<file path="src/rtl/mmu.sv">
// mmu: 3x3 weight-stationary systolic matrix-multiply unit.
// Weights are shifted in top-down while control=1 and then stay in the PEs.
// Data enters from the left and moves one column per compute edge.
// Partial sums move one row down per compute edge.
// Each bottom-row PE drives its column slice of acc_out directly, with no output register.
// Optional build macro: SIGNED_EN. When it is defined, operands are two's-complement
// and each product is sign-extended into the 24-bit sum. When it is undefined,
// operands are unsigned and each product is zero-extended.
module mmu (
    input  logic        clk,
    input  logic        reset,
    input  logic        control,
    input  logic [23:0] wt_arr,
    input  logic [23:0] data_arr,
    output logic [71:0] acc_out
);

    logic [7:0]  w_q  [3][3];
    logic [7:0]  d_q  [3][3];
    logic [23:0] p_q  [3][3];

    logic [7:0]  win  [3][3];
    logic [7:0]  din  [3][3];
    logic [23:0] pin  [3][3];
    logic [23:0] prod [3][3];

    // 8x8 multiply, widened to the 24-bit column-sum width.
    function automatic logic [23:0] mac_prod(input logic [7:0] a, input logic [7:0] b);
`ifdef SIGNED_EN
        logic signed [15:0] pr;
        pr = $signed(a) * $signed(b);
        return {{8{pr[15]}}, pr};
`else
        logic [15:0] pr;
        pr = a * b;
        return {8'd0, pr};
`endif
    endfunction

    // Neighbour wiring: weights from above, data from the left, psums from above.
    for (genvar i = 0; i < 3; i++) begin : g_row
        for (genvar j = 0; j < 3; j++) begin : g_col
            if (i == 0) begin : g_top
                assign win[i][j] = wt_arr[8*j +: 8];
                assign pin[i][j] = '0;
            end else begin : g_inner_r
                assign win[i][j] = w_q[i-1][j];
                assign pin[i][j] = p_q[i-1][j];
            end
            if (j == 0) begin : g_left
                assign din[i][j] = data_arr[8*i +: 8];
            end else begin : g_inner_c
                assign din[i][j] = d_q[i][j-1];
            end
            assign prod[i][j] = mac_prod(din[i][j], w_q[i][j]);
        end
    end

    // PE registers. In load mode only the weights shift; data and psums hold.
    // In compute mode the weights hold while data and psums advance.
    always_ff @(posedge clk or negedge reset) begin
        if (!reset) begin
            for (int i = 0; i < 3; i++) begin
                for (int j = 0; j < 3; j++) begin
                    w_q[i][j] <= '0;
                    d_q[i][j] <= '0;
                    p_q[i][j] <= '0;
                end
            end
        end else if (control) begin
            for (int i = 0; i < 3; i++) begin
                for (int j = 0; j < 3; j++) begin
                    w_q[i][j] <= win[i][j];
                end
            end
        end else begin
            for (int i = 0; i < 3; i++) begin
                for (int j = 0; j < 3; j++) begin
                    d_q[i][j] <= din[i][j];
                    p_q[i][j] <= pin[i][j] + prod[i][j];
                end
            end
        end
    end

    // The bottom-row psums are the column outputs.
    for (genvar j = 0; j < 3; j++) begin : g_out
        assign acc_out[24*j +: 24] = p_q[2][j];
    end

endmodule

</file>
<file path="config.mk">
export PLATFORM = sky130hd
export DESIGN_NAME = mmu
export DESIGN_NICKNAME = d
export VERILOG_FILES = /design/src/rtl/mmu.sv
export SDC_FILE = /design/constraint.sdc
export NUM_CORES = 2
export LEC_CHECK = 0
export ABC_AREA = 1
export BUFFER_PORTS_ARGS = -buffer_cell sky130_fd_sc_hd__buf_4
export CAP_MARGIN = 20
export CORE_ASPECT_RATIO = 0.5
export CORE_UTILIZATION = 65
export DETAILED_ROUTE_END_ITERATION = 6
export GPL_TIMING_DRIVEN = 0
export PLACE_DENSITY = 0.83
export SLEW_MARGIN = 10
export SYNTH_ARGS = -nofsm -noshare
export SYNTH_HDL_FRONTEND = slang
export SYNTH_SLANG_ARGS = --single-unit
export TNS_END_PERCENT = 30
</file>
<file path="constraint.sdc">
create_clock -name clk -period 5.5 [get_ports clk]
set_input_delay 0.825 -clock clk [delete_from_list [all_inputs] [get_ports clk]]
set_output_delay 0.825 -clock clk [all_outputs]
set_load 0.1 [all_outputs]
</file>
# Yosys cells after proc, flatten, opt, wreduce, memory -nomap -nowiden
# Index checks and enable logic that the tools add are counted.
# classes
n_addsub,6
n_mul,9
# op_table
cell,n
$mul A8 B8 Y16,9
$add A24 B16 Y24,3
$add A16 B16 Y17,3
# word_totals
register_bits,312
output_inout_bits,72
wordCells,39

# Longest topological paths before layout
# logic_depth
ltp_word,2
depth_mapped,21

# Least setup slack after synthesis
# Ideal clock, no wire load.
# synth_path
path_type,input to register
startpoint,input data_arr[22]
endpoint,"register p_q, in the netlist acc_out[9]"
setup_time_ps,117
t_arrival_ps,4198
required_time_ps,5383
setup_slack_ps,1185
cell_stages,17
cell_sequence,clkbuf_1 > nand2_1 > fa_1 > inv_1 > fa_1 > inv_1 > fa_1 > fa_1 > inv_1 > ha_1 > nor2_1 > inv_1 > nand3_1 > nand2_1 > or2_0 > nand3_1 > nand2_1
# synth_between
elab_chain_len,2
# synth_rtl
element,line,text
start: declaration,14,"input logic [23:0] data_arr,"
$mul A8 B8 Y16,35,pr = a * b;
$add A24 B16 Y24,80,p_q[i][j] <= pin[i][j] + prod[i][j];
end signal: indexed assignment,80,
end: declaration,20,logic [23:0] p_q [3][3];
# No other way between the ends.
# A chain may end at the register's enable or synchronous reset.

# Worst setup path in the final report
# layout_path
startpoint,register w_q[63] in the netlist's numbering
endpoint,register p_q[183] in the netlist's numbering
# layout_between
elab_chain_len,1
# layout_rtl
element,line,text
start: declaration,18,logic [7:0] w_q [3][3];
start signal: indexed assignment,73,w_q[i][j] <= win[i][j];
$mul A8 B8 Y16,35,
# No other way between the ends.

==> metrics.md <==
| Metric | Value |
|---|---|
| Status | `completed` |
| Largest net degree at the start of global routing | `106` |
| Critical-path cell list | `clkbuf_1 -> nand2_1 -> fa_1 -> fa_1 -> inv_1 -> fa_1 -> inv_1 -> fa_1 -> inv_1 -> ha_1 -> nand2_1 -> inv_1 -> nand2_1 -> nor2_1 -> nand2_1 -> nand3_1 -> nand2_1 -> nand3_1 -> nand2_1` |
| CP startpoint kind | `flop` |
| CP peak stage delay | `590 ps` |
| RSZ-0062 raised after global routing | `false` |
| GRT overflow | `0` |
| Max Slew Vio Count | `0` |
| Ports | `123` |
| Slowest-stage cell, CP | `clkbuf_1` |
| Area grow syn2layout | `7.45%` |
| H-tree levels | `1` |
| Nets | `5844` |
| TritonCTS clock tree | `built` |
| Sequential fraction of the synthesis area | `19.7%` |
| Die height | `166 um` |
| Cell count after synthesis | `4917` |
| DRC viols | `0` |
| Final hold vios | `0` |
| Syn Std Cell Area | `35100 um2` |
| WL final | `95300 um` |
| Port Buffers | `82` |
| WS Path Type | `flop to flop` |
| GRT Overall Usage | `35.6%` |
| Max IR drop VDD | `0.277 mV` |
| Commonest non-fill, non-tap cell in the layout | `nand2_1` |
| Crit path time final | `4470 ps` |
| Number of global-route vias before repair | `29.4k` |
| Clock Path Buffers | `3` |
| WL met1 | `39900 um` |
| Reg2Reg Capture Point | `p_q[183]` |
| Sequential cell area | `6910 um2` |
| Pwr dens | `529 nW/um2` |
| Dpl hpwl | `76400 um` |
| R2R cell count | `19` |
| Yosys reg bits | `276` |
| Worst-margin pin slew | `1120 ps` |
| TNS Setup | `0 ps` |
| Die ar. | `55000 um2` |
| Arr. time, crit path | `4940 ps` |
| Skew-Pair Late Insertion Delay | `600 ps` |
| TritonRoute pass-1 iters | `6` |
| Cell variety after synth | `30` |
| Utilization after layout | `71.7%` |
| CTS sink count | `276` |
| Worst Path Buf+Inv | `5` |
| Postcts setup bufs | `0` |
| Top layer in use | `met4` |
| Ratio of cells with drive above 1 in the final layout | `5.76%` |
| Async S/R FF share, synth | `100%` |
| Vias | `29.9k` |
| CTS Root Buffer Type | `clkbuf_16` |
| Final setup violation count | `0` |
| Row cnt | `59` |
| Clk_skew | `24.1 ps` |
| Starting density of the core | `66.7%` |
| Post-synth EDFFs | `0` |
| Met3 wire length | `11800 um` |
| DRT iter0 DRCs | `2532` |
| TritonCTS buffer count | `28` |
| Area of the multi-input gates | `21600 um2` |
| Worst setup EP type | `flop` |
| Leakage power | `24.2 nW` |
| Yosys warning count | `0` |
| Fmax | `0.224 GHz` |
| Wirelength per Cell | `16.5 um` |
| Slew HR | `25.2%` |
| Critical Path Most Common Cell | `nand2_1` |
| Vias per std cell | `5.18` |
| First-pass GRT wire length | `152000 um` |
| Most frequent cells in the layout | `nand2_1 (1630), inv_1 (1394), fa_1 (411)` |
| Resized Gates After CTS | `0` |
| Die X-Extent | `331 um` |
| WHS | `236 ps` |
| CP required | `5960 ps` |
| Final ANT Viol Nets | `0` |
| Fin crit share | `81.3%` |
| Routability cong. | `0.945` |
| Max-Cap Viols | `0` |
| Initial antenna violation count | `2` |
| Met2 Routed Length | `40200 um` |
| CP max FO | `10` |
| Worst-path clk slew | `70 ps` |
| Hold buffer count at cts | `0` |
| Hold WC Path Type | `input pin to asynchronous set/reset pin` |
| Core ar. | `52600 um2` |
| Crit Reg-Reg Startpoint | `w_q[63]` |
| Worst R2R Setup Slack | `1030 ps` |
| CP top delay family | `adder cells` |
| Filler cell count | `4271` |
| Syn Area/Cell | `7.14 um2` |
| Ys flop type | `dfrtp_1` |
-- area by class of cell --
class,count,area share (%)
timing repair buffer,85,1.83
clock inverter,18,0.560
sequential,276,18.3
multi-input combinational,2984,57.3
tap,701,2.32
clock buffer,34,2.08
buffer,276,3.68
inverter,1395,13.9
antenna,1,0.00663
-- Yosys cell counts (13+ instances only) --
library cell | n | share of area [%]
nand2_1 | 1630 | 17
inv_1 | 1394 | 15
fa_1 | 411 | 23
ha_1 | 336 | 12
dfrtp_1 | 276 | 20
clkbuf_1 | 150 | 1.6
nand3_1 | 142 | 2.0
nor2_1 | 129 | 1.4
o21ai_0 | 120 | 1.7
buf_4 | 81 | 1.7
a21oi_1 | 63 | 0.90
buf_2 | 40 | 0.57
nand4_1 | 30 | 0.53
nand3b_1 | 13 | 0.28
-- registers in the layout, indices dropped and copies added (netlist names) --
name / cells
p_q: 99
w_q: 72
acc_out: 57
d_q: 48
-- routing by layer --
| layer | global-route usage [%] | vias to the layer above |
|---|---|---|
| met2 | 53.2 | 1322 |
| met3 | 11.8 | 230 |
| met4 | 12.0 | 0 |
| li1 | - | 14200 |
| met5 | 0 | - |
| met1 | 48.5 | 14100 |
-- worst reg2reg max path, cell delays in order, from the launching register on --
cell and delay (ps):
dfrtp_1 320, clkbuf_1 590, nand2_1 230, fa_1 520, fa_1 490, inv_1 50, fa_1 470, inv_1 50
fa_1 470, inv_1 50, ha_1 350, nand2_1 100, inv_1 90, nand2_1 70, nor2_1 100, nand2_1 70
nand3_1 70, nand2_1 50, nand3_1 150, nand2_1 70
-- per-stage QoR --
step	total power [W]	cell area (um2)	worst slack [ps]	std cells
final	0.0200	37700	1030	5770
after global routing	0.0222	37700	772	5769
after CTS	0.0198	37700	1090	5768
after detailed placement	0.0176	36700	662	5716
after global placement	0.0171	36700	737	5714
after floorplan	0.0142	35200	1190	4931
-- worst max path at each step --
stage | endpoint | depth (start not counted) | from | slack (ps)
2_1_floorplan | acc_out[9] | 17 | data_arr[22] | 1190
3_3_place_gp | acc_out[17] | 19 | data_arr[23] | 740
3_5_place_dp | acc_out[17] | 19 | data_arr[23] | 660
4_1_cts | p_q[183] | 19 | w_q[63] | 1090
5_1_grt | p_q[85] | 17 | w_q[26] | 770
6_report | p_q[183] | 19 | w_q[63] | 1030
-- report_power, final --
part / switching (W) / internal (W) / total, W
logic: 0.00976 / 0.00511 / 0.0149
clock network: 0.000948 / 0.00118 / 0.00212
registers: 0.000335 / 0.00263 / 0.00296
total: 0.0110 / 0.00891 / 0.0200
-- cell families after synthesis --
logic type,synth area share [%]
compound gates,3.16
xor+xnor,0.374
fa+ha+maj,35.4
buf+inv,18.9
flops,19.7
other cells,0.0107
simple gates,22.5
No activity file was read; power rests on OpenSTA's default activity.
